--- config.mk ---
export PLATFORM = sky130hd
export DESIGN_NAME = seven_seg_serial_sender
export DESIGN_NICKNAME = d
export VERILOG_FILES = /design/src/rtl/seven_seg_serial_sender.sv
export SDC_FILE = /design/constraint.sdc
export NUM_CORES = 1
export LEC_CHECK = 0
export BUFFER_PORTS_ARGS = -buffer_cell sky130_fd_sc_hd__buf_2
export CORE_MARGIN = 1.5
export CORE_UTILIZATION = 35
export CTS_CLUSTER_DIAMETER = 60
export CTS_CLUSTER_SIZE = 40
export DETAILED_ROUTE_END_ITERATION = 7
export PLACE_DENSITY = 0.55
export REMOVE_ABC_BUFFERS = 1
export SETUP_SLACK_MARGIN = 0.2
export SKIP_CTS_REPAIR_TIMING = 1
export SLEW_MARGIN = 30
export SYNTH_ARGS = -nofsm -noshare
export SYNTH_HDL_FRONTEND = slang
export SYNTH_SLANG_ARGS = --single-unit
--- constraint.sdc ---
create_clock -name clock -period 2.1 [get_ports clock]
set_clock_uncertainty 0.1 [all_clocks]
set_input_delay 0.42 -clock clock [delete_from_list [all_inputs] [get_ports clock]]
set_output_delay 0.42 -clock clock [all_outputs]
set_load 0.03 [all_outputs]
--- src/rtl/seven_seg_serial_sender.sv ---
`default_nettype none
// ============================================================================
// Module   : seven_seg_serial_sender
// Purpose  : Shadows four 7-seg digit patterns and streams each changed digit
//            as an 11-edge clock/data frame to the display controller.
// Revision : 1.0  initial release
// ============================================================================
module seven_seg_serial_sender #(
   parameter int CLK_DIV        = 12,
   parameter int GAP_CYCLES     = 48,
   parameter int REFRESH_PERIOD = 2_400_000
) (
   input  logic       clock,
   input  logic       resetN,
   input  logic       wrValid,
   output logic       wrReady,
   input  logic [1:0] wrDigit,
   input  logic [7:0] wrSegments,
   input  logic       refreshNow,
   output logic       busy,
   output logic       frameDone,
   output logic       serialClockOut,
   output logic       serialDataOut
);

   localparam int DIV_W = (CLK_DIV > 1)        ? $clog2(CLK_DIV)        : 1;
   localparam int GAP_W = (GAP_CYCLES > 1)     ? $clog2(GAP_CYCLES)     : 1;
   localparam int TMR_W = (REFRESH_PERIOD > 1) ? $clog2(REFRESH_PERIOD) : 1;

   localparam logic [DIV_W-1:0] c_divLast   = DIV_W'(CLK_DIV - 1);
   localparam logic [GAP_W-1:0] c_gapLast   = GAP_W'(GAP_CYCLES - 1);
   localparam logic [TMR_W-1:0] c_tmrLast   = TMR_W'(REFRESH_PERIOD - 1);
   localparam bit               c_refreshEn = (REFRESH_PERIOD != 0);

   typedef enum logic [2:0] {
      S_IDLE   = 3'd0,
      S_LOAD   = 3'd1,
      S_BIT_LO = 3'd2,
      S_BIT_HI = 3'd3,
      S_GAP    = 3'd4
   } state_t;

   state_t           r_state;
   logic [7:0]       r_shadow [4];
   logic [3:0]       r_dirty;
   logic [1:0]       r_rrPtr;
   logic [TMR_W-1:0] r_timer;
   logic [9:0]       r_shiftReg;
   logic [3:0]       r_bitCnt;
   logic [DIV_W-1:0] r_divCnt;
   logic [GAP_W-1:0] r_gapCnt;
   logic             r_running;
   logic             r_frameDone;
   logic             r_sclk;
   logic             r_sdat;

   logic [1:0]       w_pick;
   logic             w_refresh;

   // Scan from the highest offset down so the nearest dirty digit to rrPtr wins.
   always_comb begin
      w_pick = r_rrPtr;
      for (int i = 3; i >= 0; i--) begin
         if (r_dirty[r_rrPtr + 2'(i)]) begin
            w_pick = r_rrPtr + 2'(i);
         end
      end
   end

   assign w_refresh = refreshNow | (c_refreshEn && (r_timer == c_tmrLast));

   always_ff @(posedge clock or negedge resetN) begin
      if (!resetN) begin
         r_state     <= S_IDLE;
         for (int i = 0; i < 4; i++) begin
            r_shadow[i] <= 8'h00;
         end
         r_dirty     <= 4'b1111;
         r_rrPtr     <= 2'd0;
         r_timer     <= '0;
         r_shiftReg  <= 10'd0;
         r_bitCnt    <= 4'd0;
         r_divCnt    <= '0;
         r_gapCnt    <= '0;
         r_running   <= 1'b0;
         r_frameDone <= 1'b0;
         r_sclk      <= 1'b0;
         r_sdat      <= 1'b0;
      end else begin
         r_running   <= 1'b1;
         r_frameDone <= 1'b0;

         if (w_refresh) begin
            r_timer <= '0;
         end else if (c_refreshEn) begin
            r_timer <= r_timer + 1'b1;
         end

         case (r_state)
            S_IDLE: begin
               r_sclk <= 1'b0;
               r_sdat <= 1'b0;
               if (|r_dirty) begin
                  r_state <= S_LOAD;
               end
            end

            S_LOAD: begin
               r_shiftReg       <= {w_pick, r_shadow[w_pick]};
               r_dirty[w_pick]  <= 1'b0;
               r_rrPtr          <= w_pick + 2'd1;
               r_bitCnt         <= 4'd0;
               r_divCnt         <= '0;
               r_sdat           <= w_pick[1];
               r_state          <= S_BIT_LO;
            end

            S_BIT_LO: begin
               r_sdat <= (r_bitCnt == 4'd10) ? 1'b0 : r_shiftReg[9];
               if (r_divCnt == c_divLast) begin
                  r_divCnt <= '0;
                  r_sclk   <= 1'b1;
                  r_state  <= S_BIT_HI;
                  if (CLK_DIV == 1 && r_bitCnt == 4'd10) begin
                     r_frameDone <= 1'b1;
                  end
               end else begin
                  r_divCnt <= r_divCnt + 1'b1;
               end
            end

            S_BIT_HI: begin
               if (r_divCnt == c_divLast) begin
                  r_divCnt   <= '0;
                  r_shiftReg <= {r_shiftReg[8:0], 1'b0};
                  r_bitCnt   <= r_bitCnt + 4'd1;
                  r_sclk     <= 1'b0;
                  if (r_bitCnt == 4'd10) begin
                     r_sdat   <= 1'b0;
                     r_gapCnt <= '0;
                     r_state  <= S_GAP;
                  end else begin
                     // Bit 9 drives a zero latch slot; otherwise present the next frame bit.
                     r_sdat  <= (r_bitCnt == 4'd9) ? 1'b0 : r_shiftReg[8];
                     r_state <= S_BIT_LO;
                  end
               end else begin
                  r_divCnt <= r_divCnt + 1'b1;
                  if (r_bitCnt == 4'd10 && int'(r_divCnt) == CLK_DIV - 2) begin
                     r_frameDone <= 1'b1;
                  end
               end
            end

            S_GAP: begin
               if (r_gapCnt == c_gapLast) begin
                  r_state <= S_IDLE;
               end else begin
                  r_gapCnt <= r_gapCnt + 1'b1;
               end
            end

            default: r_state <= S_IDLE;
         endcase

         // Later assignments take priority: a write beats the LOAD clear, refresh beats both.
         if (wrValid && r_running) begin
            r_shadow[wrDigit] <= wrSegments;
            r_dirty[wrDigit]  <= 1'b1;
         end
         if (w_refresh) begin
            r_dirty <= 4'b1111;
         end
      end
   end

   assign wrReady        = r_running;
   assign busy           = r_running & ((r_state != S_IDLE) | (|r_dirty));
   assign frameDone      = r_frameDone;
   assign serialClockOut = r_sclk;
   assign serialDataOut  = r_sdat;

endmodule
`default_nettype wire

# Word level (Yosys, flattened, before mapping)
# Index checks and enable logic that the tools add are counted.
# op_classes
bitwise_logic	8
mux	53
add_sub_neg	8
magnitude_cmp	11
n_eq_ne	16
n_reduce_logical	19
# ops
operator	count
$bwmux W32	1
$mux W8	3
$add A22 B1 Y22 const B	1
$eq A22 B22 Y1 const B	1
$mux W22	1
$mux W4	5
$pmux W10 S2	1
$lt A2 B3 Y1 const B	6
$mux W6	3
$bmux W8 S2	1
$demux W8 S2	1
$eq A4 B4 Y1 const B	4
$pmux W4 S2	2
$mux W1	15
$mux W3	5
$pmux W3 S5	1
$ne A2 B2 Y1 const B	6
$pmux W6 S2	1
$mux W10	1
$add A4 B1 Y4 const B	2
$bmux W1 S2	4
$mux W2	4
$reduce_and A4 Y1	2
$add A6 B1 Y6 const B	1
27 further kinds	43
# word_totals
regBits	91
inputBits	14
out_inout_bits	5

# Depth between registers and ports, before layout
# depth
word_depth	17
depth_mapped	8
mapped_depth_nobuf	7

# Worst setup path after synthesis
# OpenSTA, ideal clock, no wires.
# synth_path
kind	reg-to-reg
from	register r_dirty[3]
to	register r_shiftReg[2]
stages_incl_launch_ff	8
period_less_slack_ns	2.006
n_path_buf	1
required_ns	1.927
setup_ns	0.073
arrival_ns	1.833
setup_slack_ns	0.094
cell_sequence	dfstp_2 > and3b_1 > or4_4 > nand2_4 > buf_12 > mux2i_1 > mux2_2 > a21oi_2
# synth_between
elab_chain_len	11
word_cells_on_any_way	17
classes_between	mux (16); bitwise (1)
# synth_rtl
item	line	source
start: declaration	45	logic [3:0] r_dirty;
start signal: assignment	78	r_dirty <= 4'b1111;
start signal: indexed assignment	110	r_dirty[w_pick] <= 1'b0;
start signal: indexed assignment	169	r_dirty[wrDigit] <= 1'b1;
$bmux W1 S2	64	if (r_dirty[r_rrPtr + 2'(i)]) begin
$mux W1 (not written as such)	64	
$mux W2 (3 in series)	64	
$mux W2 *	64	
$not A2 Y3 (not written as such) *	109	r_shiftReg <= {w_pick, r_shadow[w_pick]};
$bmux W8 S2 *	109	
$mux W8 (not written as such) * (2 in series)	109	
$pmux W10 S2 *	99	case (r_state)
end signal: assignment	109	
end signal: assignment	135	r_shiftReg <= {r_shiftReg[8:0], 1'b0};
end: declaration	48	logic [9:0] r_shiftReg;
# Mark *: on every way between the ends. The rest lies on a longest branch, timed or not. The select of a mux whose other input is x is not followed.
# A chain may end at the register's enable or synchronous reset.

# Worst setup path after layout
# layout_path
from	register r_dirty[3]
to	register r_shiftReg[6]
# The elaborated chain is that of the path after synthesis.

==> flow_metrics.env <==
export IMPL_grt_overflow=0
export IMPL_leakage_nw=2.524
export IMPL_wl_um=9692
export IMPL_r2r_start="r_dirty[3]"
export IMPL_diodes=0
export IMPL_avgRoutedWirePerCell_um=14.38
export IMPL_max_freq_mhz=483.4
export IMPL_dr_total_vias=3377
export IMPL_dieHeight_um=116.0
export IMPL_die_w_um=116.0
export IMPL_multi_input_area_um2=2220
export IMPL_portBuffers=18
export IMPL_syn_avg_cell_area_um2=10.19
export IMPL_path_class="flop to flop"
export IMPL_final_util=0.4396
export IMPL_comb_power_share=0.086
export IMPL_synth_seq_cells=91
export IMPL_worst_slew_pin_transition_ns=0.5460
export IMPL_required_ns=2.27
export IMPL_path_clk_slew_ns=0.06
export IMPL_grt_pass1_vias=3365
export IMPL_peakVddDrop_mv=0.5928
export IMPL_pre_cts_slack_ns=-0.02464
export IMPL_die_area_um2=13460
export IMPL_final_cell_mix="dfrtp_1, nand2_1, buf_4, nor2_1, mux2_2"
export IMPL_numCtsBuffers=9
export IMPL_syn_to_final_growth_pct=23.06
export IMPL_hold_end="r_timer[6]"
export IMPL_regArea_um2=2286
export IMPL_drv_slew=0
export IMPL_core_area_um2=12520
export IMPL_synth_cells=439
export IMPL_hold_class="input port to flop"
export IMPL_switchingPower_uw=903.5
export IMPL_power_share_clock=0.405
export IMPL_syn_area_um2=4472
export IMPL_synth_main_ff_cell="dfrtp_1"
export IMPL_switching_share=0.2342
export IMPL_async_reset_ff_frac=1.000
export IMPL_clock_latency_ns=0.35
export IMPL_drt_initial_drc_count=185
export IMPL_whs_path_depth=2
export IMPL_gp_congestion=0.7895
export IMPL_hold_violations=0
export IMPL_fillers=1219
export IMPL_synth_enable_flop_cells=0
export IMPL_maxCapViolations=0
export IMPL_final_common_cell="dfrtp_1"
export IMPL_power_frac_seq=0.509
export IMPL_antenna_left=0
export IMPL_track_usage=0.1570
export IMPL_power_density_nw_per_um2=701.1
export IMPL_std_cell_rows=41
export IMPL_reg2reg_depth=6
export IMPL_drc=0
export IMPL_cp_start_kind="flop"
export IMPL_cts_tree="done"
export IMPL_ys_warn_count=0
export IMPL_initial_core_util=0.3573
export IMPL_avgViaCountPerCell=5.010
export IMPL_r2r_setup_slack_ns=0.03
export IMPL_cts_root_buf="clkbuf_16"
export IMPL_antenna_found_initial=0
export IMPL_path_max_fanout=9
export IMPL_cp_data_arrival_time_ns=2.24
export IMPL_max_slew_margin=0.6351
export IMPL_p_int_mw=2.954
export IMPL_setup_tns_ns=0
export IMPL_r2r_end="r_shiftReg[6]"
export IMPL_setup_viol=0
export IMPL_grt_start_max_net_pins=36
export IMPL_ioPinCount=19
export IMPL_layout_nets=519
export IMPL_cts_buffer_depth=2
export IMPL_min_period_ns=2.069
export IMPL_min_period_over_period=0.9851
export IMPL_fin_ws_ns=0.03133
export IMPL_grt_pass1_wl_um=16390
export IMPL_dp_final_hpwl_um=6374
export IMPL_outcome="completed"
export IMPL_rsz0062_at_grt="true"
export IMPL_synth_cell_type_count=57
export IMPL_firstDrtPassIters=4
export IMPL_yosysSeqAreaShare=0.5104
export IMPL_htree_levels=3
export IMPL_layout_drive_gt1_share=0.2789
export IMPL_min_from="refreshNow"
export IMPL_cts_sinks=91
export IMPL_endpoint_kind="flop"
## critical path, cell delays in order (launching register included)
cell and delay [ns]:
dfstp_2 0.55, and3b_1 0.18, or4_4 0.51, nand2_8 0.16, mux2i_1 0.09, mux2_2 0.27
a21oi_2 0.13
## sequential cells by signal, summed over array words and instances (netlist names)
| register | cells |
|---|---|
| r_shadow | 32 |
| wrReady | 1 |
| r_dirty | 4 |
| frameDone | 1 |
| r_gapCnt | 6 |
| r_bitCnt | 4 |
| r_rrPtr | 2 |
| serialDataOut | 1 |
| r_timer | 22 |
| serialClockOut | 1 |
| r_divCnt | 4 |
| r_shiftReg | 10 |
| r_state | 3 |
## kinds of logic (layout without fill, tap and decap cells)
logic type / Yosys count / in the layout / synth area share
AO/OA/AOI/OAI: 71 / 71 / 0.1021
multiplexers: 40 / 40 / 0.09681
other: 1 / 1 / 0.0008386
adder cells (fa/ha/maj): 7 / 7 / 0.01959
flip-flops: 91 / 91 / 0.5104
AND/OR/NAND/NOR: 179 / 180 / 0.2006
buffers and inverters: 31 / 93 / 0.03245
XOR/XNOR: 19 / 19 / 0.03721
## synth_stat cells (all sizes together), types with 2 or more instances
library cell | count | area, um2
nand2 | 71 | 274.0
or3 | 13 | 81.33
mux2 | 23 | 262.8
xnor2 | 8 | 70.07
nor2 | 34 | 127.6
buf | 3 | 40.03
dfstp | 4 | 105.1
dfrtp | 87 | 2177
and2 | 5 | 31.28
o21ai | 27 | 135.1
inv | 17 | 63.81
o22ai | 5 | 31.28
clkinv | 2 | 7.510
or2 | 2 | 12.51
nand4 | 8 | 62.56
nand2b | 3 | 18.77
ha | 7 | 87.58
o31ai | 2 | 15.01
a22o | 3 | 26.28
nand3 | 16 | 80.08
and3 | 2 | 12.51
clkbuf | 9 | 33.78
nor3 | 6 | 35.03
a31oi | 2 | 12.51
mux2i | 17 | 170.2
nor4 | 5 | 52.55
xor2 | 11 | 96.34
a211o | 4 | 35.03
nand3b | 2 | 15.01
nor2b | 6 | 37.54
a21oi | 20 | 126.4
## power by group through the flow
stage / clock network (mW) / logic [mW] / registers, mW
floorplan: 0 / 0.207 / 1.97
global placement: 0 / 0.309 / 2.00
detailed placement: 0 / 0.321 / 2.00
CTS: 1.60 / 0.323 / 1.96
global route: 1.69 / 0.383 / 1.98
finish: 1.56 / 0.332 / 1.96
## stage by stage
stage | hold slack (ns) | std cells | area, um2 | power [mW]
6_report | 0.1361 | 674 | 5503 | 3.858
5_1_grt | 0.1333 | 674 | 5503 | 4.049
4_1_cts | -0.07920 | 660 | 5210 | 3.889
3_5_place_dp | 0.2934 | 645 | 4928 | 2.317
3_3_place_gp | 0.2967 | 645 | 4928 | 2.304
2_1_floorplan | 0.02441 | 427 | 4398 | 2.179
## final cells by class
class | count | share of cell area
multi-input cells | 318 | 0.4034
repair buffers | 59 | 0.07799
clock buffers | 14 | 0.04980
clock inverters | 1 | 0.001364
flip-flops and latches | 91 | 0.4154
well taps | 172 | 0.03911
inverters | 19 | 0.01296
## metal layers
metal / share of wire / global-route usage / routed length [um]
met1: 0.48 / 0.2086 / 4643
met2: 0.48 / 0.2471 / 4607
met3: 0.026 / 0.03818 / 251
met4: 0.020 / 0.06341 / 189
met5: 0 / 0 / 0
## how the worst max path moves through the flow
| stage | from | end | slack [ns] | cells after the start |
|---|---|---|---|---|
| after floorplan | r_divCnt[0] | r_dirty[2] | -0.38 | 7 |
| after global placement | r_dirty[3] | r_shiftReg[1] | 0.04 | 6 |
| after detailed placement | r_dirty[3] | r_shiftReg[1] | -0.02 | 6 |
| after CTS | r_dirty[3] | r_shiftReg[3] | -0.06 | 6 |
| after global routing | r_dirty[3] | r_shiftReg[2] | -0.03 | 6 |
| final | r_dirty[3] | r_shiftReg[6] | 0.03 | 6 |
Power figures use the tool's default switching activity.
